`src/rtl/lsu_pkg.sv`:
```
// lsu_pkg: shared definitions for the load/store bus interface.
// Holds size encodings, the FSM state encoding, the default timeout and
// the misalignment helper used when LSU_MISALIGN_CHECK_EN is defined.
package lsu_pkg;

  localparam logic [1:0] SZ_BYTE = 2'b00;
  localparam logic [1:0] SZ_HALF = 2'b01;
  localparam logic [1:0] SZ_WORD = 2'b10;

  localparam int TIMEOUT_CYC_DEF = 16;

  typedef enum logic [1:0] {
    ST_IDLE = 2'b00,
    ST_REQ  = 2'b01,
    ST_WAIT = 2'b10,
    ST_DONE = 2'b11
  } lsu_state_e;

  // Half needs addr[0]=0; word (and the 11 encoding, treated as word) needs addr[1:0]=0.
  function automatic logic lsu_misaligned(input logic [1:0] addr_lo, input logic [1:0] size);
    logic mis;
    case (size)
      SZ_BYTE: mis = 1'b0;
      SZ_HALF: mis = addr_lo[0];
      default: mis = (addr_lo != 2'b00);
    endcase
    return mis;
  endfunction

endpackage

```
`src/rtl/lsu_align.sv`:
```
// lsu_align: combinational lane logic for the load/store bus interface.
// Generates byte enables and replicated store data from the low address
// bits and size, and extracts/extends a load lane from the raw bus word.
module lsu_align
  import lsu_pkg::*;
(
  input  logic [1:0]  addr_lo_i,
  input  logic [1:0]  size_i,
  input  logic        uns_i,
  input  logic [31:0] wdata_i,
  input  logic [31:0] rdata_i,
  output logic [3:0]  be_o,
  output logic [31:0] wdata_o,
  output logic [31:0] rdata_o
);

  logic [7:0]  byte_s;
  logic [15:0] half_s;

  // Store side: byte enables and lane replication so any lane carries the data.
  always_comb begin
    be_o    = 4'b1111;
    wdata_o = wdata_i;
    case (size_i)
      SZ_BYTE: begin
        be_o    = 4'b0001 << addr_lo_i;
        wdata_o = {4{wdata_i[7:0]}};
      end
      SZ_HALF: begin
        be_o    = 4'b0011 << {addr_lo_i[1], 1'b0};
        wdata_o = {2{wdata_i[15:0]}};
      end
      default: begin
        be_o    = 4'b1111;
        wdata_o = wdata_i;
      end
    endcase
  end

  // Load side: pick the addressed lane, then sign- or zero-extend it.
  always_comb begin
    byte_s  = 8'h00;
    half_s  = 16'h0000;
    rdata_o = rdata_i;
    case (addr_lo_i)
      2'b00:   byte_s = rdata_i[7:0];
      2'b01:   byte_s = rdata_i[15:8];
      2'b10:   byte_s = rdata_i[23:16];
      default: byte_s = rdata_i[31:24];
    endcase
    half_s = addr_lo_i[1] ? rdata_i[31:16] : rdata_i[15:0];
    case (size_i)
      SZ_BYTE: rdata_o = uns_i ? {24'h000000, byte_s} : {{24{byte_s[7]}}, byte_s};
      SZ_HALF: rdata_o = uns_i ? {16'h0000, half_s} : {{16{half_s[15]}}, half_s};
      default: rdata_o = rdata_i;
    endcase
  end

endmodule

```
`src/rtl/lsu_bus_if.sv`:
```
// lsu_bus_if: turns the control FSM's memory strobes into a single
// request/grant/response transaction on the data-memory bus.
// Optional feature: define LSU_MISALIGN_CHECK_EN to reject misaligned
// half/word accesses with err and no bus request. Undefined (default),
// the low address bits are simply truncated by the lane logic.
// All outputs are driven from flops; reset is synchronous, active-low.
module lsu_bus_if
  import lsu_pkg::*;
#(
  parameter int TIMEOUT_CYC = TIMEOUT_CYC_DEF
) (
  input  logic        clk,
  input  logic        rst_n,
  input  logic        mem_en,
  input  logic        mem_read_en,
  input  logic        mem_write_en,
  input  logic [31:0] addr,
  input  logic [31:0] wdata,
  input  logic [1:0]  size,
  input  logic        uns,
  output logic [31:0] rdata,
  output logic        done,
  output logic        busy,
  output logic        err,
  output logic        bus_req,
  output logic        bus_we,
  output logic [31:0] bus_addr,
  output logic [3:0]  bus_be,
  output logic [31:0] bus_wdata,
  input  logic        bus_gnt,
  input  logic        bus_rvalid,
  input  logic [31:0] bus_rdata
);

  localparam int            CW       = $clog2(TIMEOUT_CYC + 1);
  localparam logic [CW-1:0] CNT_LAST = CW'(TIMEOUT_CYC - 1);
  localparam logic [CW-1:0] CNT_ONE  = CW'(1);

  lsu_state_e  state_q, state_d;
  logic [31:0] addr_q, addr_d;
  logic [31:0] wdata_q, wdata_d;
  logic [1:0]  size_q, size_d;
  logic        uns_q, uns_d;
  logic        we_q, we_d;
  logic [CW-1:0] cnt_q, cnt_d;
  logic [31:0] rdata_q, rdata_d;

  logic        bus_req_q, bus_we_q, done_q, err_q, busy_q;
  logic [31:0] bus_addr_q, bus_wdata_q;
  logic [3:0]  bus_be_q;

  logic        latch_s, fail_s, capture_s, timeout_s, misalign_s;
  logic [1:0]  al_addr_s, al_size_s;
  logic        al_uns_s;
  logic [31:0] al_wdata_s, al_wdata_rep_s, al_rdata_ext_s;
  logic [3:0]  al_be_s;

`ifdef LSU_MISALIGN_CHECK_EN
  assign misalign_s = lsu_misaligned(addr[1:0], size);
`else
  assign misalign_s = 1'b0;
`endif

  assign timeout_s = (cnt_q == CNT_LAST);

  // Feed the lane logic from the live inputs while idle (to register the
  // request fields on entry) and from the latched request afterwards.
  always_comb begin
    if (state_q == ST_IDLE) begin
      al_addr_s  = addr[1:0];
      al_size_s  = size;
      al_uns_s   = uns;
      al_wdata_s = wdata;
    end else begin
      al_addr_s  = addr_q[1:0];
      al_size_s  = size_q;
      al_uns_s   = uns_q;
      al_wdata_s = wdata_q;
    end
  end

  lsu_align u_align (
    .addr_lo_i (al_addr_s),
    .size_i    (al_size_s),
    .uns_i     (al_uns_s),
    .wdata_i   (al_wdata_s),
    .rdata_i   (bus_rdata),
    .be_o      (al_be_s),
    .wdata_o   (al_wdata_rep_s),
    .rdata_o   (al_rdata_ext_s)
  );

  // Next-state logic; gnt and rvalid only count in their own states.
  always_comb begin
    state_d   = state_q;
    latch_s   = 1'b0;
    fail_s    = 1'b0;
    capture_s = 1'b0;
    case (state_q)
      ST_IDLE: begin
        if (mem_en) begin
          if ((mem_read_en ^ mem_write_en) && !misalign_s) begin
            state_d = ST_REQ;
            latch_s = 1'b1;
          end else begin
            state_d = ST_DONE;
            fail_s  = 1'b1;
          end
        end else begin
          state_d = ST_IDLE;
        end
      end
      ST_REQ: begin
        if (bus_gnt && we_q) begin
          state_d = ST_DONE;
        end else if (timeout_s) begin
          state_d = ST_DONE;
          fail_s  = 1'b1;
        end else if (bus_gnt) begin
          state_d = ST_WAIT;
        end else begin
          state_d = ST_REQ;
        end
      end
      ST_WAIT: begin
        if (bus_rvalid) begin
          state_d   = ST_DONE;
          capture_s = 1'b1;
        end else if (timeout_s) begin
          state_d = ST_DONE;
          fail_s  = 1'b1;
        end else begin
          state_d = ST_WAIT;
        end
      end
      ST_DONE: state_d = ST_IDLE;
      default: state_d = ST_IDLE;
    endcase
  end

  // Next values for the latched request, timeout counter and load result.
  always_comb begin
    addr_d  = addr_q;
    wdata_d = wdata_q;
    size_d  = size_q;
    uns_d   = uns_q;
    we_d    = we_q;
    cnt_d   = cnt_q;
    rdata_d = rdata_q;
    if (latch_s) begin
      addr_d  = addr;
      wdata_d = wdata;
      size_d  = size;
      uns_d   = uns;
      we_d    = mem_write_en;
      cnt_d   = {CW{1'b0}};
    end else if ((state_q == ST_REQ) || (state_q == ST_WAIT)) begin
      cnt_d = cnt_q + CNT_ONE;
    end else begin
      cnt_d = cnt_q;
    end
    if (capture_s) begin
      rdata_d = al_rdata_ext_s;
    end else begin
      rdata_d = rdata_q;
    end
  end

  // State, latched request, counter and load data registers.
  always_ff @(posedge clk) begin
    if (!rst_n) begin
      state_q <= ST_IDLE;
      addr_q  <= 32'h0000_0000;
      wdata_q <= 32'h0000_0000;
      size_q  <= 2'b00;
      uns_q   <= 1'b0;
      we_q    <= 1'b0;
      cnt_q   <= {CW{1'b0}};
      rdata_q <= 32'h0000_0000;
    end else begin
      state_q <= state_d;
      addr_q  <= addr_d;
      wdata_q <= wdata_d;
      size_q  <= size_d;
      uns_q   <= uns_d;
      we_q    <= we_d;
      cnt_q   <= cnt_d;
      rdata_q <= rdata_d;
    end
  end

  // Output flops decoded from the next state so each output lines up with its state.
  always_ff @(posedge clk) begin
    if (!rst_n) begin
      bus_req_q   <= 1'b0;
      bus_we_q    <= 1'b0;
      done_q      <= 1'b0;
      err_q       <= 1'b0;
      busy_q      <= 1'b0;
      bus_addr_q  <= 32'h0000_0000;
      bus_be_q    <= 4'b0000;
      bus_wdata_q <= 32'h0000_0000;
    end else begin
      bus_req_q <= (state_d == ST_REQ);
      bus_we_q  <= (state_d == ST_REQ) && we_d;
      done_q    <= (state_d == ST_DONE);
      err_q     <= fail_s;
      busy_q    <= (state_d != ST_IDLE);
      if (latch_s) begin
        bus_addr_q  <= {addr[31:2], 2'b00};
        bus_be_q    <= al_be_s;
        bus_wdata_q <= al_wdata_rep_s;
      end else begin
        bus_addr_q  <= bus_addr_q;
        bus_be_q    <= bus_be_q;
        bus_wdata_q <= bus_wdata_q;
      end
    end
  end

  assign rdata     = rdata_q;
  assign done      = done_q;
  assign busy      = busy_q;
  assign err       = err_q;
  assign bus_req   = bus_req_q;
  assign bus_we    = bus_we_q;
  assign bus_addr  = bus_addr_q;
  assign bus_be    = bus_be_q;
  assign bus_wdata = bus_wdata_q;

endmodule

```
`config.mk`:
```
export PLATFORM = sky130hd
export DESIGN_NAME = lsu_bus_if
export DESIGN_NICKNAME = d
export VERILOG_FILES = /design/src/rtl/lsu_pkg.sv /design/src/rtl/lsu_align.sv /design/src/rtl/lsu_bus_if.sv
export SDC_FILE = /design/constraint.sdc
export NUM_CORES = 1
export LEC_CHECK = 0
export ABC_AREA = 0
export BUFFER_PORTS_ARGS = -buffer_cell sky130_fd_sc_hd__buf_2
export CAP_MARGIN = 40
export CORE_MARGIN = 5
export CORE_UTILIZATION = 25
export DETAILED_ROUTE_END_ITERATION = 7
export GPL_TIMING_DRIVEN = 0
export PLACE_DENSITY_LB_ADDON = 0.2
export SLEW_MARGIN = 20
export SYNTH_ARGS = -nofsm -noshare
export SYNTH_HDL_FRONTEND = slang
export SYNTH_SLANG_ARGS = --single-unit
```
`constraint.sdc`:
```
create_clock -name clk -period 3.1 [get_ports clk]
set_input_delay 0.62 -clock clk [delete_from_list [all_inputs] [get_ports clk]]
set_output_delay 0.62 -clock clk [all_outputs]
set_load 0.03 [all_outputs]
```
Yosys cells after proc, flatten, opt, wreduce, memory -nomap -nowiden
Cells that the tools add are included.

Register bits after elaboration: 148. Input bits: 106.

Add/subtract/negate cells: 1. Eq/ne operators: 9. Shifts and indexed selects: 2. Muxes and demuxes: 31. Bitwise operators: 2. Reductions and logical operators: 8.

Operator list (count): case mux 32 bit (2 select lines) (2); 2-to-1 mux 32 bit (3); case mux 8 bit (3 select lines) (1); 2-to-1 mux 16 bit (1); 2-to-1 mux 1 bit (14); 2-to-1 mux 2 bit (7); equality test 2 x 1 -> 1 bit (second input constant) (4); equality test 2 bit (second input constant) (4); case mux 2 bit (4 select lines) (1); case mux 4 bit (2 select lines) (1); zero test 2 bit (3); adder 5 x 1 -> 5 bit (second input constant) (1); equality test 5 x 4 -> 1 bit (second input constant) (1); << shifter 1 x 2 -> 4 bit (first input constant) (1); << shifter 2 x 2 -> 4 bit (first input constant) (1); case mux 1 bit (3 select lines) (1); logical AND 1 bit (2); nonzero test 2 bit (1); OR reduction 2 bit (1); logical OR 1 bit (1); NOT 1 bit (1); bitwise XOR 1 bit (1).

Logic depth before layout (Yosys ltp)
Depth in word-level cells: 6. Mapped depth: 9. Gate-level depth less buffers: 7.

Hierarchy
From an unflattened synthesis, not the netlist that was laid out.

Cells, all modules: 893. Area, all modules: 7571.0 µm².

By module, submodules not included: lsu_bus_if (instances 1, cells an instance 723, area each 6387.4 µm²); lsu_align (instances 1, cells an instance 170, area each 1183.6 µm²).

Worst setup path before layout
Ideal clock, no wire load.

Path kind: reg2reg. From: register state_q[0]. To: register rdata_q[21] (netlist: rdata[21]). Library setup time: 0.118 ns. Arrival time: 2.124 ns. Data required time: 2.982 ns. Setup slack: 0.857 ns. Stages on the path, launching flop included: 9. Path buffers: 2. Period minus slack after synthesis: 2.243 ns. Cells stage by stage: dfxtp_1 -> inv_1 -> ha_1 -> mux2_4 -> mux4_2 -> buf_6 -> a221oi_4 -> buf_6 -> a21boi_2.

Word-level cells in the longest chain between the ends: 6.

Ends and longest elaborated chain: start: declaration (line lsu_bus_if.sv:39) `lsu_state_e state_q, state_d;`; start signal: assignment (line lsu_bus_if.sv:181) `state_q <= state_d;`; zero test 2 bit (line lsu_bus_if.sv:69) `if (state_q == ST_IDLE) begin`; 2-to-1 mux 2 bit (line lsu_bus_if.sv:69); equality test 2 bit (tied with other cells) (line lsu_align.sv:45) `case (addr_lo_i)`; case mux 8 bit (3 select lines) (line lsu_align.sv:45); 2-to-1 mux 32 bit (line lsu_align.sv:53) `SZ_BYTE: rdata_o = uns_i ? {24'h000000, byte_s} : {{24{byte_s[7]}}, byte_s};`; case mux 32 bit (2 select lines) (line lsu_align.sv:52) `case (size_i)`; end signal: assignment (line lsu_bus_if.sv:188) `rdata_q <= rdata_d;`; end: declaration (line lsu_bus_if.sv:46) `logic [31:0] rdata_q, rdata_d;`.

Several ways; a longest one is shown, not always the timed one. A chain may end at the register's enable or synchronous reset.

Worst setup path after layout
From: register state_q[0]. To: register rdata_q[30] (netlist: rdata[30]).

Same word-level chain as after synthesis.

==> out/results.md <==
| Metric | This run | Unit |
|:---|:---|:---|
| Power per Cell Area | 639 | mW/mm2 |
| Global-route wire length before repair | 35600 | um |
| Clock tree skew after final layout | 0.00757 | ns |
| Number of global-route vias before repair | 6119 | - |
| Required time worst endpoint | 3.41 | ns |
| Number of placement rows | 57 | - |
| # hold bufs at CTS | 0 | - |
| Pin count of the biggest net entering global routing | 17 | - |
| Post-CTS setup-driven buffer insertion count | 0 | - |
| Final worst hold slack | 0.421 | ns |
| Outcome | complete, no violations | - |
| Number of maximum-capacitance constraint violations | 0 | - |
| Max Slew Vio Count | 0 | - |
| Length in cells of the worst reg-to-reg path | 8 | - |
| CP cell instances | inv_1 > ha_1 > buf_2 > buf_2 > a21oi_1 > clkbuf_1 > a31oi_1 > a21boi_2 | - |
| Post-synth cell types | 53 | - |
| Unrepaired setup endpoints after global routing | no | - |
| Area of the placeable core | 0.0241 | mm2 |
| Switching power share of the total | 33.5 | % |
| Layout cells sized above 1 | 30.3 | % |
| Average cell area after synthesis | 8.41 | um2 |
| Standard cell with the maximum stage delay on the critical path | sky130_fd_sc_hd__a21oi_1 | - |
| Reg2reg start | state_q[0] | - |
| TNS Setup | 0 | ns |
| Initial DRC count | 384 | - |
| Post-synth EDFFs | 0 | - |
| Total inserted antenna cells | 0 | - |
| Layout area overhead | 33.8 | % |
| Sw power | 1.74 | mW |
| Final net count | 1066 | - |
| Final Critical Period | 2.77 | ns |
| Total number of H-tree levels | 4 | - |
| Maximum frequency from static timing analysis | 361 | MHz |
| CTS Buf Count | 17 | - |
| First-pass DRT Iterations | 5 | - |
| Register-to-register setup slack | 0.33 | ns |
| Clock tree from TritonCTS | done | - |
| Gate count of the mapped netlist | 722 | - |
| Vias per cell | 4.76 | - |
| Non-filler cells in the finished layout | 1290 | - |
| Proportion of synthesized flip-flops having asynchronous set or reset | 0 | % |
| Synthesis Warnings | 0 | - |
| Gate power share | 23.8 | % |
| Critical Path Max Stage Delay | 0.69 | ns |
| Relative slew slack | 42.6 | % |
| CP endpoint kind | flip-flop | - |
| Largest voltage drop on the vdd net | 0.344 | mV |
| Total power | 5.19 | mW |
| I/O Pins | 211 | - |
| Worst hold stages | 3 | - |
| Post-CTS clock slew at the launch and capture registers of the worst setup and hold paths | 0.06 | ns |
| Drc violations | 0 | - |
| Initial antenna violation count | 3 | - |
| Share of the clock period used by the worst path | 89.4 | % |
| Die outline height | 166 | um |
| Main synth FF type | sky130_fd_sc_hd__dfxtp_1 | - |
| Sequential element share of the synthesized area | 43.8 | % |
| Total number of vias | 6140 | - |
| Average wire length per cell after detail routing | 18.0 | um |
| Placed Instances | 1257 | - |
| Relative contribution of the clock network to total power | 39.4 | % |
| Number of clock sinks | 133 | - |
| GPL Wtd Cong | 0.832 | - |
| Total standard cell area after synthesis | 0.00607 | mm2 |
| Largest fanout on the critical path | 10 | - |
| Proportion of power drawn by flip-flops and latches | 36.9 | % |
| Arrival time at the worst endpoint | 3.09 | ns |
| Setup-violating endpoint count in the final report | 0 | - |
| Number of buffers on the longest clock path | 2 | - |
| Die outline width | 166 | um |
| GRT Util Overall | 16.5 | % |
| P_leak | 3.49 | nW |
| Clock Latency Late Sink | 0.43 | ns |
| Worst slew pin tran | 0.861 | ns |
| Buffer cell driving the clock tree root | sky130_fd_sc_hd__clkbuf_16 | - |
| Class of the most critical setup path | flip-flop to flip-flop | - |
| Hold violation total from the final report | 0 | - |
| Startpoint of the lowest-slack hold path | addr[20] | - |
| Int Power | 3.46 | mW |
| Wirelength, routed | 23200 | um |
| Initial core utilization | 25.2 | % |
| Cell with the most instances on the worst path | sky130_fd_sc_hd__buf_2 | - |
| Port Buf Inserts | 208 | - |
| Die area | 0.0275 | mm2 |
| Start point of the critical path | state_q[0] | - |
| Count of nets left with antenna violations after detail routing | 0 | - |
| Critical path launch point type | flip-flop | - |
| Post-cts gate resize count | 0 | - |
| Total half-perimeter wirelength after legalization and detailed placement | 17800 | um |
| Overflow left after global routing | 0 | - |
| Hold crit path type | input pin to flip-flop | - |
| Final Worst Setup Slack | 0.328 | ns |
| Register bit total from synthesis | 133 | - |
| Place WS | 0.362 | ns |
## state kept, by name (all words and copies together), names as in the netlist, 2 cells and up
register   flops
addr_q         2
bus_addr      30
bus_be         4
bus_wdata     32
cnt_q          5
rdata         32
size_q         2
state_q        2
wdata_q       17
## final timing paths
path                                     end
worst max-delay path               rdata[30]
worst min-delay path            bus_addr[20]
worst max register to register     rdata[30]
worst min register to register     rdata[13]
## cells by family after synthesis
logic type / count (synthesis) / synth area share [%]
xor gates and xnor gates: 4 / 0.577
DFF: 133 / 43.8
other: 1 / 0.0617
AOI/OAI and AO/OA: 246 / 26.6
adders and majority gates: 7 / 1.44
muxes: 40 / 7.25
and+or+nand+nor: 216 / 15.1
buffers and inverters: 75 / 5.09
## placed cells by master (no fill, tap or decap), drive strengths merged, types with 7 or more instances in the layout
master  synthesis  routed
ha              7       7
a21oi          64      64
a22oi           8       8
inv            11      14
mux2           19      19
or2            10      10
o211ai         10      10
a21boi         23      23
nor2           30      30
dfxtp         133     133
o21a           16      16
mux2i          20      20
a211oi         16      16
a221oi         11      11
a311oi         10      10
o21ai          51      51
a31oi          30      30
buf            16     227
clkbuf         48      67
nand2         147     147
## through the flow
step | cell area, um2 | util, %
after floorplan | 6080 | -
after global placement | 7520 | 31.2
after detailed placement | 7540 | 31.3
after CTS | 8120 | 33.7
after global routing | 8130 | 33.7
final | 8130 | 33.7
## metal layers
layer	track usage, %	part of all wire [%]	up-vias
met2	25.8	44	236
met3	5.33	7.8	20
li1	-	-	3021
met1	22.4	47	2857
met4	3.30	0.75	6
met5	0	0.11	-
## cell usage after synthesis, drive strengths merged, types with 2 or more instances
cell    instances  share of area (%)
a211oi         16                2.0
a21boi         23                3.5
a21oi          64                5.3
a221oi         11                2.0
a22oi           8               0.99
a311oi         10                1.4
a31oi          30                3.1
and2            4               0.41
buf            16                1.4
clkbuf         48                3.0
dfxtp         133                 44
ha              7                1.4
inv            11               0.68
mux2           19                3.6
mux2i          20                3.3
nand2         147                9.1
nand2b          4               0.41
nand3           3               0.25
nand3b          2               0.25
nor2           30                1.9
nor2b           3               0.31
nor3            4               0.33
o211a           3               0.49
o211ai         10                1.2
o21a           16                2.0
o21ai          51                4.2
or2            10                1.0
xnor2           2               0.29
xor2            2               0.29
## worst max-delay path: cells and delay by family (launching register included)
kind                     cells  cell delay [ns]
AO/OA/AOI/OAI                3             1.01
adder cells (fa/ha/maj)      1             0.30
buffers and inverters        4             0.97
flip-flops                   1             0.36
## cell type report
cell class / count / area, um2
Timing Repair Buffer: 211 / 1060
Tap cell: 324 / 405
Clock inverter: 13 / 150
Buffer: 64 / 268
Fill cell: 2686 / 16000
Clock buffer: 19 / 433
Multi-Input combinational cell: 515 / 3110
Sequential cell: 133 / 2660
Inverter: 11 / 41.3
## power by group through the flow
stage	clock network, mW	registers (mW)	logic (mW)
6_report	2.04	1.91	1.24
5_1_grt	2.17	1.93	1.34
4_1_cts	2.10	1.91	1.24
3_5_place_dp	0	1.95	1.24
3_3_place_gp	0	1.95	1.24
2_1_floorplan	0	2.14	0.614
No activity file was read; power rests on OpenSTA's default activity.
